**config.mk**
```make
export PLATFORM = sky130hd
export DESIGN_NAME = dsp_two_mult_driver
export DESIGN_NICKNAME = d
export VERILOG_FILES = /design/src/rtl/dsp_driver_pkg.sv /design/src/rtl/dsp_result_fifo.sv /design/src/rtl/dsp_two_mult_driver.sv
export SDC_FILE = /design/constraint.sdc
export NUM_CORES = 1
export LEC_CHECK = 0
export BUFFER_PORTS_ARGS = -buffer_cell sky130_fd_sc_hd__clkbuf_2
export CAP_MARGIN = 20
export CORE_AREA = 5 5 198 162
export CTS_BUF_LIST = sky130_fd_sc_hd__clkbuf_8 sky130_fd_sc_hd__clkbuf_16
export DETAILED_ROUTE_END_ITERATION = 10
export DIE_AREA = 0 0 203 167
export GPL_TIMING_DRIVEN = 0
export PLACE_DENSITY = 0.79
export RECOVER_POWER = 100
export SLEW_MARGIN = 20
export SYNTH_ARGS = -nofsm -noshare
export SYNTH_HDL_FRONTEND = slang
export SYNTH_SLANG_ARGS = --single-unit
```
**constraint.sdc**
```tcl
create_clock -name clk -period 6.7 [get_ports clk]
set_input_delay 1.005 -clock clk [delete_from_list [all_inputs] [get_ports clk]]
set_output_delay 1.005 -clock clk [all_outputs]
set_load 0.005 [all_outputs]
```
**src/rtl/dsp_driver_pkg.sv**
```systemverilog
// ============================================================================
// Module      : dsp_driver_pkg
// Description : Shared types, widths and result decode for the two-multiplier
//               DSP driver.
// Revision    : 1.0 - initial release
// ============================================================================
`default_nettype none

package dsp_driver_pkg;

    localparam int OPW = 18;
    localparam int PW  = 72;

    typedef enum logic [1:0] {
        MODE_SUM    = 2'b00,
        MODE_DUAL   = 2'b01,
        MODE_SINGLE = 2'b10
    } mode_e;

    // The mode field is kept raw so that 2'b11 (also SINGLE) is reported back as issued.
    typedef struct packed {
        logic [1:0]  mode;
        logic [36:0] r0;
        logic [35:0] r1;
    } result_t;

    function automatic result_t decode_result(input logic [1:0] mode, input logic [PW-1:0] p);
        result_t res;
        res.mode = mode;
        res.r0   = '0;
        res.r1   = '0;
        if (mode == MODE_SUM) begin
            res.r0 = p[36:0];
        end else if (mode == MODE_DUAL) begin
            res.r0 = {1'b0, p[71:36]};
            res.r1 = p[35:0];
        end else begin
            res.r0 = {1'b0, p[35:0]};
        end
        return res;
    endfunction

endpackage

`default_nettype wire

```
**src/rtl/dsp_result_fifo.sv**
```systemverilog
// ============================================================================
// Module      : dsp_result_fifo
// Description : Synchronous FIFO with a registered head entry and valid flag.
// Revision    : 1.0 - initial release
// ============================================================================
`default_nettype none

module dsp_result_fifo
    import dsp_driver_pkg::*;
#(
    parameter int  DEPTH = 4,
    parameter type T     = result_t
) (
    input  logic                   clk,
    input  logic                   reset,
    input  logic                   push,
    input  T                       push_data,
    input  logic                   pop,
    output T                       head,
    output logic                   valid,
    output logic [$clog2(DEPTH):0] count
);

    localparam int AW = $clog2(DEPTH);

    T                mem [DEPTH];
    logic [AW-1:0]   wr_ptr;
    logic [AW-1:0]   rd_ptr;
    logic [AW-1:0]   rd_next;
    logic [AW:0]     count_next;
    logic            do_pop;

    assign do_pop     = pop & valid;
    assign rd_next    = rd_ptr + 1'b1;
    assign count_next = count + (AW+1)'(push) - (AW+1)'(do_pop);

    always_ff @(posedge clk) begin
        if (reset) begin
            wr_ptr <= '0;
            rd_ptr <= '0;
            count  <= '0;
            valid  <= 1'b0;
            head   <= '0;
        end else begin
            if (push) begin
                mem[wr_ptr] <= push_data;
                wr_ptr      <= wr_ptr + 1'b1;
            end
            if (do_pop) begin
                rd_ptr <= rd_next;
            end
            count <= count_next;
            valid <= (count_next != '0);
            // Head reload: next stored entry, or the pushed entry when storage runs dry.
            if (do_pop) begin
                if (count > (AW+1)'(1)) begin
                    head <= mem[rd_next];
                end else if (push) begin
                    head <= push_data;
                end
            end else if ((count == '0) && push) begin
                head <= push_data;
            end
        end
    end

endmodule

`default_nettype wire

```
**src/rtl/dsp_two_mult_driver.sv**
```systemverilog
// ============================================================================
// Module      : dsp_two_mult_driver
// Description : Stream initiator for the two-multiplier DSP with credit-based
//               result buffering. Optional macro DSP_DRIVER_STATS_EN adds
//               accept/stall counters.
// Revision    : 1.0 - initial release
// ============================================================================
`default_nettype none

module dsp_two_mult_driver
    import dsp_driver_pkg::*;
#(
    parameter int OPW        = 18,
    parameter int PW         = 72,
    parameter int FIFO_DEPTH = 4,
    parameter int DSP_LAT    = 2
) (
    input  logic           clk,
    input  logic           reset,
    input  logic           in_valid,
    output logic           in_ready,
    input  logic [OPW-1:0] in_a0,
    input  logic [OPW-1:0] in_b0,
    input  logic [OPW-1:0] in_a1,
    input  logic [OPW-1:0] in_b1,
    input  logic [1:0]     in_mode,
    output logic [OPW-1:0] dsp_a0,
    output logic [OPW-1:0] dsp_b0,
    output logic [OPW-1:0] dsp_a1,
    output logic [OPW-1:0] dsp_b1,
    output logic           dsp_mode_0,
    output logic           dsp_mode_1,
    input  logic [PW-1:0]  dsp_p,
    output logic           out_valid,
    input  logic           out_ready,
    output logic [1:0]     out_mode,
    output logic [36:0]    out_r0,
    output logic [35:0]    out_r1
`ifdef DSP_DRIVER_STATS_EN
    ,
    output logic [31:0]    stat_ops,
    output logic [31:0]    stat_stall
`endif
);

    logic                        launch;
    logic [DSP_LAT-1:0]          tag_valid;
    logic [1:0]                  tag_mode [DSP_LAT];
    logic [31:0]                 inflight;
    logic [31:0]                 credit_used;
    logic [$clog2(FIFO_DEPTH):0] fifo_count;
    result_t                     capture_data;
    result_t                     head;

    assign launch = in_valid & in_ready;

    assign dsp_a0 = launch ? in_a0 : '0;
    assign dsp_b0 = launch ? in_b0 : '0;
    assign dsp_a1 = launch ? in_a1 : '0;
    assign dsp_b1 = launch ? in_b1 : '0;

    // The DSP samples mode unregistered one cycle after its operands.
    assign dsp_mode_0 = tag_valid[0] & tag_mode[0][0];
    assign dsp_mode_1 = tag_valid[0] & tag_mode[0][1];

    always_ff @(posedge clk) begin
        if (reset) begin
            tag_valid <= '0;
            for (int i = 0; i < DSP_LAT; i++) begin
                tag_mode[i] <= 2'b00;
            end
        end else begin
            tag_valid[0] <= launch;
            tag_mode[0]  <= launch ? in_mode : 2'b00;
            for (int i = 1; i < DSP_LAT; i++) begin
                tag_valid[i] <= tag_valid[i-1];
                tag_mode[i]  <= tag_mode[i-1];
            end
        end
    end

    always_comb begin
        inflight = '0;
        for (int i = 0; i < DSP_LAT; i++) begin
            inflight = inflight + 32'(tag_valid[i]);
        end
    end

    // Registered occupancy means a pop returns its credit only on the following cycle.
    assign credit_used = 32'(fifo_count) + inflight;
    assign in_ready    = !reset && (credit_used < 32'(FIFO_DEPTH));

    assign capture_data = decode_result(tag_mode[DSP_LAT-1], dsp_p);

    dsp_result_fifo #(
        .DEPTH (FIFO_DEPTH),
        .T     (result_t)
    ) u_fifo (
        .clk       (clk),
        .reset     (reset),
        .push      (tag_valid[DSP_LAT-1]),
        .push_data (capture_data),
        .pop       (out_ready),
        .head      (head),
        .valid     (out_valid),
        .count     (fifo_count)
    );

    assign out_mode = head.mode;
    assign out_r0   = head.r0;
    assign out_r1   = head.r1;

`ifdef DSP_DRIVER_STATS_EN
    always_ff @(posedge clk) begin
        if (reset) begin
            stat_ops   <= '0;
            stat_stall <= '0;
        end else begin
            if (launch && (stat_ops != '1)) begin
                stat_ops <= stat_ops + 1'b1;
            end
            if (in_valid && !in_ready && (stat_stall != '1)) begin
                stat_stall <= stat_stall + 1'b1;
            end
        end
    end
`endif

endmodule

`default_nettype wire
```
; Word level (Yosys, flattened, before mapping)
; Memory sizes are Yosys's and may differ from the RTL's.
; Cells that the tools add are included.
[op_classes]
n_mux = 21
add_sub_neg = 6
bitwise = 6
n_lt_le_gt_ge = 2
eq_ne = 2
n_reduce_logical = 8
[ops]
columns = operator, count
row1 = 75-bit 2-to-1 mux, 4
row2 = 36-bit 2-to-1 mux, 3
row3 = 18-bit 2-to-1 mux, 4
row4 = 37-bit 2-to-1 mux, 1
row5 = 1-bit 2-to-1 mux, 6
row6 = 2-bit 2-to-1 mux, 3
row7 = "2-bit by 1-bit adder with 2-bit output, second input constant", 2
row8 = 3-bit by 2-bit adder with 4-bit output, 1
row9 = 1-bit AND, 4
row10 = "4-bit by 3-bit < comparator with 1-bit output, second input constant", 1
row11 = 3-bit by 1-bit adder with 3-bit output, 1
row12 = "3-bit by 1-bit > comparator with 1-bit output, second input constant", 1
row13 = 3-bit zero test, 1
row14 = "3-bit != test, second input constant", 1
row15 = 3-bit nonzero test, 1
row16 = 3-bit by 1-bit subtractor with 3-bit output, 1
row17 = 1-bit by 1-bit adder with 2-bit output, 1
row18 = "2-bit by 1-bit equality test with 1-bit output, second input constant", 1
row19 = 1-bit logical AND, 2
row20 = 2-bit zero test, 1
row21 = 1-bit bitwise OR, 2
row22 = 2-bit AND reduction, 1
row23 = 2-bit nonzero test, 1
row24 = 1-bit zero test, 1
[totals]
word_cells = 55
ramBits = 304
in_bits = 150
memories = 2
output_inout_bits = 151
register_bits = 85
[mem_list]
columns = name, words, width, rd, rd_clocked_by_memory_dff, wr, line
row1 = u_fifo.mem, 4, 75, 1, 0, 1, dsp_result_fifo.sv:26  ; T mem [DEPTH];
row2 = tag_mode, 2, 2, 2, 0, 2, dsp_two_mult_driver.sv:48  ; logic [1:0] tag_mode [DSP_LAT];

; Logic depth before layout (Yosys ltp)
; Gate-level depths: netlist of run 1.
[depth]
ltp_word = 7
mapped_depth = 9
ltp_nobuf = 8

; Hierarchy
; A second synthesis of run 1 with hierarchy kept.
[hier_totals]
cells_unflattened = 1140
area_unflattened_um2 = 17423.0
[by_module_without_submodules]
columns = module, instances, seq_area_each_um2, cells_each, area_per_inst_um2
row1 = dsp_result_fifo, 1, 10670.2, 860, 15258.4
row2 = dsp_two_mult_driver, 1, 120.1, 280, 2164.6

; Least setup slack after synthesis of run 1
; No wires, ideal clock.
[synth_timing]
kind = in2reg
startpoint = input port reset
endpoint = memory u_fifo.mem[0][0] (netlist name), enable pin
setup_ps = 442
required_time_ps = 6258
t_arrival_ps = 3114
slack_ps = 3144
n_path_buf = 1
stages = 3
cell_sequence = clkbuf_1 > nor2b_1 > and2_1
[synth_via]
elab_chain_len = 2
[synth_rtl]
columns = element, line
row1 = from (decl), dsp_two_mult_driver.sv:19  ; input logic reset,
row2 = 1-bit 2-to-1 mux, dsp_result_fifo.sv:38  ; if (reset) begin
row3 = 1-bit 2-to-1 mux (implied by the code), dsp_result_fifo.sv:46  ; mem[wr_ptr] <= push_data;
row4 = to (decl), dsp_result_fifo.sv:26
; No other way between the ends.

; Worst setup path after layout of run 1
[layout_timing]
startpoint = register tag_valid[1]
endpoint = output port dsp_b0[16]
[layout_via]
elab_chain_len = 6
[layout_rtl]
columns = element, line
row1 = from (decl), dsp_two_mult_driver.sv:47  ; logic [DSP_LAT-1:0] tag_valid;
row2 = "from (signal, indexed assignment)", dsp_two_mult_driver.sv:76  ; tag_valid[i] <= tag_valid[i-1];
row3 = 1-bit by 1-bit adder with 2-bit output, dsp_two_mult_driver.sv:85  ; inflight = inflight + 32'(tag_valid[i]);
row4 = 3-bit by 2-bit adder with 4-bit output, dsp_two_mult_driver.sv:90  ; assign credit_used = 32'(fifo_count) + inflight;
row5 = 4-bit by 3-bit < comparator with 1-bit output, dsp_two_mult_driver.sv:91  ; assign in_ready = !reset && (credit_used < 32'(FIFO_DEPTH));
row6 = 1-bit logical AND, dsp_two_mult_driver.sv:91
row7 = 1-bit AND, dsp_two_mult_driver.sv:55  ; assign launch = in_valid & in_ready;
row8 = 18-bit 2-to-1 mux, dsp_two_mult_driver.sv:58  ; assign dsp_b0 = launch ? in_b0 : '0;
row9 = to (decl), dsp_two_mult_driver.sv:28  ; output logic [OPW-1:0] dsp_b0,
; No other way between the ends.

==> out/qor_table.md, run 1 <==
| Group | Parameter | Reported |
|---|---|---|
| outcome | Status | finished with violations |
| outcome | Violations in the final reports | max-capacitance violations, max-slew violations |
| placed design | Post-Place Setup Slack | 3057 ps |
| synthesis | Synth warn | 0 |
| drt | Pre-antenna DRT Iters | 6 |
| synthesis | Post-synthesis sequential area ratio | 0.6241 |
| cells and area | Number of nets in the finished design | 1,738 |
| drt | Routed WL | 54.34 mm |
| synthesis | Dominant register cell in the synthesized netlist | edfxtp_1 |
| cts | Maximum number of buffers from clock root to sink | 3 |
| timing | Unrepaired setup endpoints after global routing | no |
| power and ir drop | Power share of the clock group | 0.358 |
| timing | Slew Limit Fails | 148 |
| flow run | Maximum Capacitance Violations | 5 |
| power and ir drop | Switching Power | 1.966 mW |
| power and ir drop | Share of total power consumed by net switching | 0.3014 |
| cts | TritonCTS Sinks | 389 |
| timing | Final-report hold violation count | 0 |
| power and ir drop | IR drop worst, VDD | 0.0002542 V |
| drt | Total DRC errors in the routed layout | 0 |
| worst setup path | Slack of the worst reg-to-reg path | 2590 ps |
| floorplanning | Initial standard-cell utilization of the core | 0.5786 |
| synthesis | Most frequent cells after synthesis | edfxtp_1, clkbuf_1, dfxtp_1 |
| cells and area | Area taken by flip-flops and latches | 10,790 um2 |
| grt | Wire length of the first global-routing pass | 80.75 mm |
| placed design | Gpl congestion | 0.9412 |
| timing | Slew at the pin with the worst max-slew slack | 3498 ps |
| timing | Slew margin rel. | -1.332 |
| drt | Routed met3 length | 6.793 mm |
| worst setup path | Kind of launch point of the worst setup path | flip-flop |
| cts | Count of cells resized by post-cts repair | 0 |
| timing | Final worst path period share | 0.6205 |
| grt | GRT Total Usage | 0.3108 |
| placed design | Port Buffer Count | 298 |
| timing | Fmax | 240.5 MHz |
| synthesis | Synthesized Nets | 1,396 |
| floorplanning | Count of standard-cell rows | 57 |
| worst setup path | Setup crit end kind | primary output |
| worst setup path | CP Class | flip-flop to primary output |
| drt | Length of routed wiring on met1 | 20.56 mm |
| synthesis | EDFF count, synth | 300 |
| cells and area | Area of the multi-input gates | 5867 um2 |
| drt | Met2 wire length | 25.58 mm |
| timing | Worst Skew | 25.05 ps |
| cells and area | Number of filler instances in the final layout | 2,126 |
| power and ir drop | Pwr dens | 317.0 nW/um2 |
| cells and area | Synth-to-Final Area Change | 19.03% |
| synthesis | Most common cell in the synthesized netlist | edfxtp_1 |
| floorplanning | Chip Width | 203 um |
| cells and area | Final cell count without fillers | 1,992 |
| synthesis | Number of different library cells in the post-synthesis netlist | 41 |
| floorplanning | Overall die height | 167 um |
| synthesis | Area share of the largest cell type after synthesis | 0.5211 |
| synthesis | Async set or reset register ratio after synthesis | 0 |
| worst setup path | Critical Path AT | 3150 ps |
| grt | Via count of the first global-routing pass | 13,190 |
| synthesis | Number of synthesized register bits | 389 |
| power and ir drop | Gate power share | 0.206 |
| worst setup path | Startpoint of the worst register-to-register path | tag_valid[1] |
| floorplanning | Count of pins on the block boundary | 301 |
| cts | CTS tree | yes |
| min path | Path category of the worst min-delay check | flip-flop to flip-flop |
| synthesis | Mean Syn Cell Area | 14.00 um2 |
| cts | Clock-pin slew reported for the worst setup and hold paths after clock tree synthesis | 60 ps |
| drt | Vias post-DR | 13,560 |
| power and ir drop | Proportion of power drawn by flip-flops and latches | 0.436 |
| worst setup path | Required time of the critical path | 5690 ps |
| cts | Clk Latency, worst-skew pair | 560 ps |
| floorplanning | Total core area | 29,880 um2 |
| cts | Root Buffer Master | clkbuf_16 |
| grt | Maximum number of pins on one net before global-route repair | 48 |
| grt | Initial antenna violation count | 2 |
| cts | TritonCTS Buffers | 38 |
| worst setup path | Path depth of the worst reg2reg path | 4 |
| drt | Routed wirelength normalized by instance count | 27.28 um |
| drt | Antenna viol nets, final | 0 |
| worst setup path | Critical Path Source | tag_valid[1] |
| cts | H-tree levels | 2 |
| power and ir drop | Design internal power | 4.557 mW |
| placed design | Estimated wirelength of the detail-placed design | 37.28 mm |
| timing | Setup_tns | 0 ps |
| synthesis | Top area cells in the synthesized netlist | edfxtp_1, dfxtp_1, mux4_2 |
| drt | Highest routed layer | met4 |
| worst setup path | Endpoint of the most critical register-to-register path | u_fifo.mem[1][29] |
| drt | DRT iter0 DRCs | 1,652 |
| synthesis | Post-Synthesis Cell Area | 17,290 um2 |
| timing | Min cycle time layout | 4157 ps |
| cells and area | Layout cell share with drive strength beyond 1 | 0.2234 |
| cts | Count of hold-fix buffers inserted at cts | 0 |
| power and ir drop | Cell leakage power | 6.781 nW |
| grt | Sum of overflow across all layers after global routing | 0 |
| worst setup path | Timing endpoint of the critical path | dsp_b0[16] |
| placed design | Number of cells in the design after placement | 1,920 |
| synthesis | Post-synth top area cell | edfxtp_1 |
| cts | Post-CTS setup-driven buffer insertion count | 0 |
| floorplanning | DIE AREA | 33,900 um2 |
| drt | Via density | 6.806 |
| timing | Total setup violations reported at the end of the flow | 0 |
| synthesis | Post-Syn Instances | 1,235 |
| worst setup path | Worst-path fanout max | 10 |
| timing | Smallest setup slack after layout | 2543 ps |
==> cell type report <==
class                      count  share of cell area
sequential                   389              0.5243
clock buffer                  38             0.04621
antenna                        2           0.0002432
tap                          383             0.02329
buffer                       149             0.02791
inverter                      10            0.001824
multi-input combinational    687              0.2851
timing repair buffer         302             0.07144
clock inverter                32             0.01964
==> cell families after synthesis <==
group	share of synthesized area
flip-flops	0.6241
AO/OA/AOI/OAI	0.1379
AND/OR/NAND/NOR	0.09300
buffers and inverters	0.03626
multiplexers	0.09828
adder cells (fa/ha/maj)	0.008395
XOR/XNOR	0.002027
==> through the flow <==
| step | cell area, um2 | total power, mW | hold WS (ps) | utilization |
|---|---|---|---|---|
| 3_3_place_gp | 19260 | 4.173 | 466.3 | 0.6445 |
| 2_1_floorplan | 17290 | 3.637 | 429.1 | - |
| 5_1_grt | 20580 | 6.714 | 500.5 | 0.6886 |
| 6_report | 20580 | 6.523 | 479.6 | 0.6886 |
| 4_1_cts | 20730 | 6.505 | 479.4 | 0.6936 |
| 3_5_place_dp | 19370 | 4.215 | 462.0 | 0.6483 |
==> how the worst min path moves through the flow <==
stage,end,startpoint,cells past startpoint
6_report,tag_mode[0][3],tag_mode[0][1],1
5_1_grt,tag_mode[0][3],tag_mode[0][1],1
3_3_place_gp,tag_mode[0][2],tag_mode[0][0],1
4_1_cts,tag_mode[0][3],tag_mode[0][1],1
3_5_place_dp,tag_mode[0][3],tag_mode[0][1],1
2_1_floorplan,tag_mode[0][2],tag_mode[0][0],1
==> power groups by stage <==
stage	Clock, mW	Sequential [mW]	Combinational, mW
after detailed placement	0	2.89	1.32
final	2.33	2.85	1.34
after CTS	2.33	2.84	1.34
after global routing	2.43	2.85	1.43
after global placement	0	2.89	1.29
after floorplan	0	2.87	0.770
==> state kept, by name (all words and copies together), names as in the netlist <==
signal and flops:
tag_valid 2, u_fifo.mem 300, u_fifo.count 3, u_fifo.valid 1, u_fifo.head 75, tag_mode 4
u_fifo.rd_ptr 2, u_fifo.wr_ptr 2
==> layer usage <==
layer  GRT usage  up-vias
met5           0        -
met4     0.09206        0
met3     0.07271      125
met2      0.4802     1026
met1      0.4473     6686
li1            -     5721
==> placed cells by master (no fill, tap or decap), drive strengths merged, types with 39 or more instances in the layout <==
cell type,count
and2,42
nand2,75
o41ai,39
a211oi,75
dfxtp,89
mux4,75
edfxtp,300
a31oi,39
clkbuf,466
nand3,42
==> critical path, cell delays in order (launching register included) <==
cell and delay (ps):
dfxtp_1 330, clkbuf_1 330, a21oi_1 140, or4_1 410, clkbuf_1 160, clkbuf_1 240, clkbuf_1 270, a211oi_1 550
clkbuf_1 180
Power figures use the tool's default switching activity.
==> run 2: changes to the inputs <==
--- a/config.mk
+++ b/config.mk
@@ -7,12 +7,12 @@
 export LEC_CHECK = 0
 export BUFFER_PORTS_ARGS = -buffer_cell sky130_fd_sc_hd__clkbuf_2
 export CAP_MARGIN = 20
-export CORE_AREA = 5 5 198 162
+export CORE_AREA = 5 5 203 166
 export CTS_BUF_LIST = sky130_fd_sc_hd__clkbuf_8 sky130_fd_sc_hd__clkbuf_16
 export DETAILED_ROUTE_END_ITERATION = 10
-export DIE_AREA = 0 0 203 167
+export DIE_AREA = 0 0 208 171
 export GPL_TIMING_DRIVEN = 0
-export PLACE_DENSITY = 0.79
+export PLACE_DENSITY = 0.76
 export RECOVER_POWER = 100
 export SLEW_MARGIN = 20
 export SYNTH_ARGS = -nofsm -noshare
==> constraint.sdc (replaced) <==
create_clock -name clk -period 4.3 [get_ports clk]
set_input_delay 0.645 -clock clk [delete_from_list [all_inputs] [get_ports clk]]
set_output_delay 0.645 -clock clk [all_outputs]
set_load 0.005 [all_outputs]
==> out/qor_table.md, run 2 (synthesized netlist as in run 1, its figures left out) <==
| Group | Parameter | Reported |
|---|---|---|
| worst setup path | Most Frequent Cell on Critical Path | clkbuf_1 |
| placed design | Gpl congestion | 0.9450 |
| placed design | Estimated wirelength of the detail-placed design | 38.43 mm |
| outcome | Violations in the final reports | max-capacitance violations, max-slew violations |
| drt | Antenna viol nets, final | 0 |
| worst setup path | Worst-path fanout max | 10 |
| power and ir drop | Design internal power | 6.955 mW |
| worst setup path | Critical Path AT | 3270 ps |
| worst setup path | Kind of launch point of the worst setup path | flip-flop |
| timing | Worst Skew | 23.75 ps |
| grt | GR met3 Demand/Resource | 0.08286 |
| cts | Root Buffer Master | clkbuf_16 |
| cells and area | Commonest cells after routing, fill and taps aside | edfxtp_1, clkbuf_1, clkbuf_2, dfxtp_1 |
| floorplanning | Count of pins on the block boundary | 301 |
| drt | DRT iter0 DRCs | 1,561 |
| power and ir drop | Switching Power | 2.965 mW |
| cells and area | Number of nets in the finished design | 1,740 |
| power and ir drop | Power share of the clock group | 0.343 |
| cts | Maximum number of buffers from clock root to sink | 3 |
| flow run | Maximum Capacitance Violations | 4 |
| cts | TritonCTS Buffers | 40 |
| drt | Pre-antenna DRT Iters | 6 |
| cts | Count of hold-fix buffers inserted at cts | 0 |
| cts | H-tree levels | 2 |
| cells and area | Largest registers | u_fifo.mem x300, u_fifo.head x75, tag_mode x4 |
| cells and area | Layout cell share with drive strength beyond 1 | 0.2166 |
| timing | Slew at the pin with the worst max-slew slack | 2876 ps |
| cts | Count of cells resized by post-cts repair | 0 |
| grt | GRT Total Usage | 0.3000 |
| floorplanning | Chip Width | 208 um |
| power and ir drop | IR drop worst, VDD | 0.0002700 V |
| power and ir drop | Gate power share | 0.209 |
| grt | Initial antenna violation count | 4 |
| power and ir drop | Share of total power consumed by net switching | 0.2989 |
| timing | Min cycle time layout | 3919 ps |
| grt | Maximum number of pins on one net before global-route repair | 44 |
| power and ir drop | Pwr dens | 482.1 nW/um2 |
| drt | Vias post-DR | 13,430 |
| grt | Global routing met1 resource utilization | 0.3685 |
| timing | Slew margin rel. | -0.9184 |
| drt | Via density | 6.571 |
| timing | Smallest setup slack after layout | 380.6 ps |
| cts | Clock-pin slew reported for the worst setup and hold paths after clock tree synthesis | 60 ps |
| timing | Total setup violations reported at the end of the flow | 0 |
| outcome | Status | finished with violations |
| power and ir drop | Proportion of power drawn by flip-flops and latches | 0.448 |
| grt | Wire length of the first global-routing pass | 81.50 mm |
| timing | Fmax | 255.1 MHz |
| worst setup path | CP Class | flip-flop to primary output |
| power and ir drop | Cell leakage power | 6.757 nW |
| cells and area | Largest register FFs | 300 |
| worst setup path | Setup crit end kind | primary output |
| placed design | Number of cells in the design after placement | 1,964 |
| cts | CTS tree | yes |
| placed design | Port Buffer Count | 298 |
| grt | Via count of the first global-routing pass | 13,620 |
| cells and area | Most common cell after layout, fill and taps aside | edfxtp_1 |
| worst setup path | Required time of the critical path | 3650 ps |
| timing | Slew Limit Fails | 159 |
| cells and area | Final cell count without fillers | 2,044 |
| floorplanning | Total core area | 31,740 um2 |
| cts | Post-CTS setup-driven buffer insertion count | 0 |
| floorplanning | Overall die height | 171 um |
| floorplanning | DIE AREA | 35,570 um2 |
| grt | Global routing met2 resource utilization | 0.4995 |
| drt | Total DRC errors in the routed layout | 0 |
| cells and area | Synth-to-Final Area Change | 19.03% |
| worst setup path | Crit-path max cell delay | 620 ps |
| timing | Final-report hold violation count | 0 |
| placed design | Post-Place Setup Slack | 1116 ps |
| min path | Path category of the worst min-delay check | input port to flip-flop |
| worst setup path | List of cells traversed by the critical path | clkbuf_1 > a21oi_1 > o21ai_0 > clkbuf_1 > clkbuf_1 > a211oi_1 > clkbuf_1 |
| worst setup path | Cell with the largest stage delay on the worst path | o21ai_0 |
| drt | Routed wirelength normalized by instance count | 26.97 um |
| timing | Unrepaired setup endpoints after global routing | no |
| grt | Peak-usage layer in the global routing report | met2 |
| floorplanning | Count of standard-cell rows | 59 |
| cts | TritonCTS Sinks | 389 |
| grt | Sum of overflow across all layers after global routing | 0 |
| cells and area | Top reg by flops | u_fifo.mem |
| drt | Routed WL | 55.12 mm |
| timing | Final worst path period share | 0.9115 |
| floorplanning | Initial standard-cell utilization of the core | 0.5447 |
| cts | Clk Latency, worst-skew pair | 540 ps |
run 2: power groups by stage:
stage / logic (mW) / registers, mW / clock network (mW)
final: 2.07 / 4.44 / 3.41
after floorplan: 1.20 / 4.47 / 0
after global placement: 1.99 / 4.51 / 0
after detailed placement: 2.04 / 4.51 / 0
after CTS: 2.07 / 4.44 / 3.41
after global routing: 2.21 / 4.45 / 3.59
run 2: worst paths after layout:
kind | start | endpoint | slack (ps) | cells past startpoint
setup reg to reg | tag_valid[1] | u_fifo.mem[3][64] | 530 | 4
setup / recovery | tag_valid[1] | dsp_b1[10] | 380 | 7
hold / removal | in_mode[1] | tag_mode[0][1] | 340 | 3
hold reg to reg | tag_mode[0][1] | tag_mode[0][3] | 460 | 1
run 2: critical path: cells and delay by family (launching register included):
kind	cells	cell delay (ps)
flip-flops	1	330
AO/OA/AOI/OAI	3	1020
buffers and inverters	4	1390
run 2: area by class of cell:
| class | instances | area, um2 |
|---|---|---|
| fillers | 2372 | 11160 |
| flip-flops and latches | 389 | 10790 |
| multi-input cells | 687 | 5872 |
| repair buffers | 302 | 1460 |
| clock buffers | 45 | 1081 |
| plain buffers | 149 | 575.6 |
| well taps | 427 | 534.3 |
| clock inverters | 29 | 212.7 |
| inverters | 10 | 37.54 |
| diodes | 6 | 15.01 |
run 2: stage by stage:
stage	instance area, um2	power (mW)	hold slack, ps	setup TNS, ps	utilization
after detailed placement	19420	6.555	453.2	0	0.6118
after global placement	19310	6.501	446.5	-101920	0.6085
after global routing	20570	10.25	361.0	0	0.6481
after floorplan	17290	5.667	429.1	0	-
final	20580	9.920	344.8	0	0.6483
after CTS	20710	9.917	333.1	0	0.6525
run 2: metal layers:
layer	share of wire	up-vias
li1	-	5731
met2	0.48	985
met3	0.12	183
met4	0.052	0
met5	0	-
met1	0.35	6533
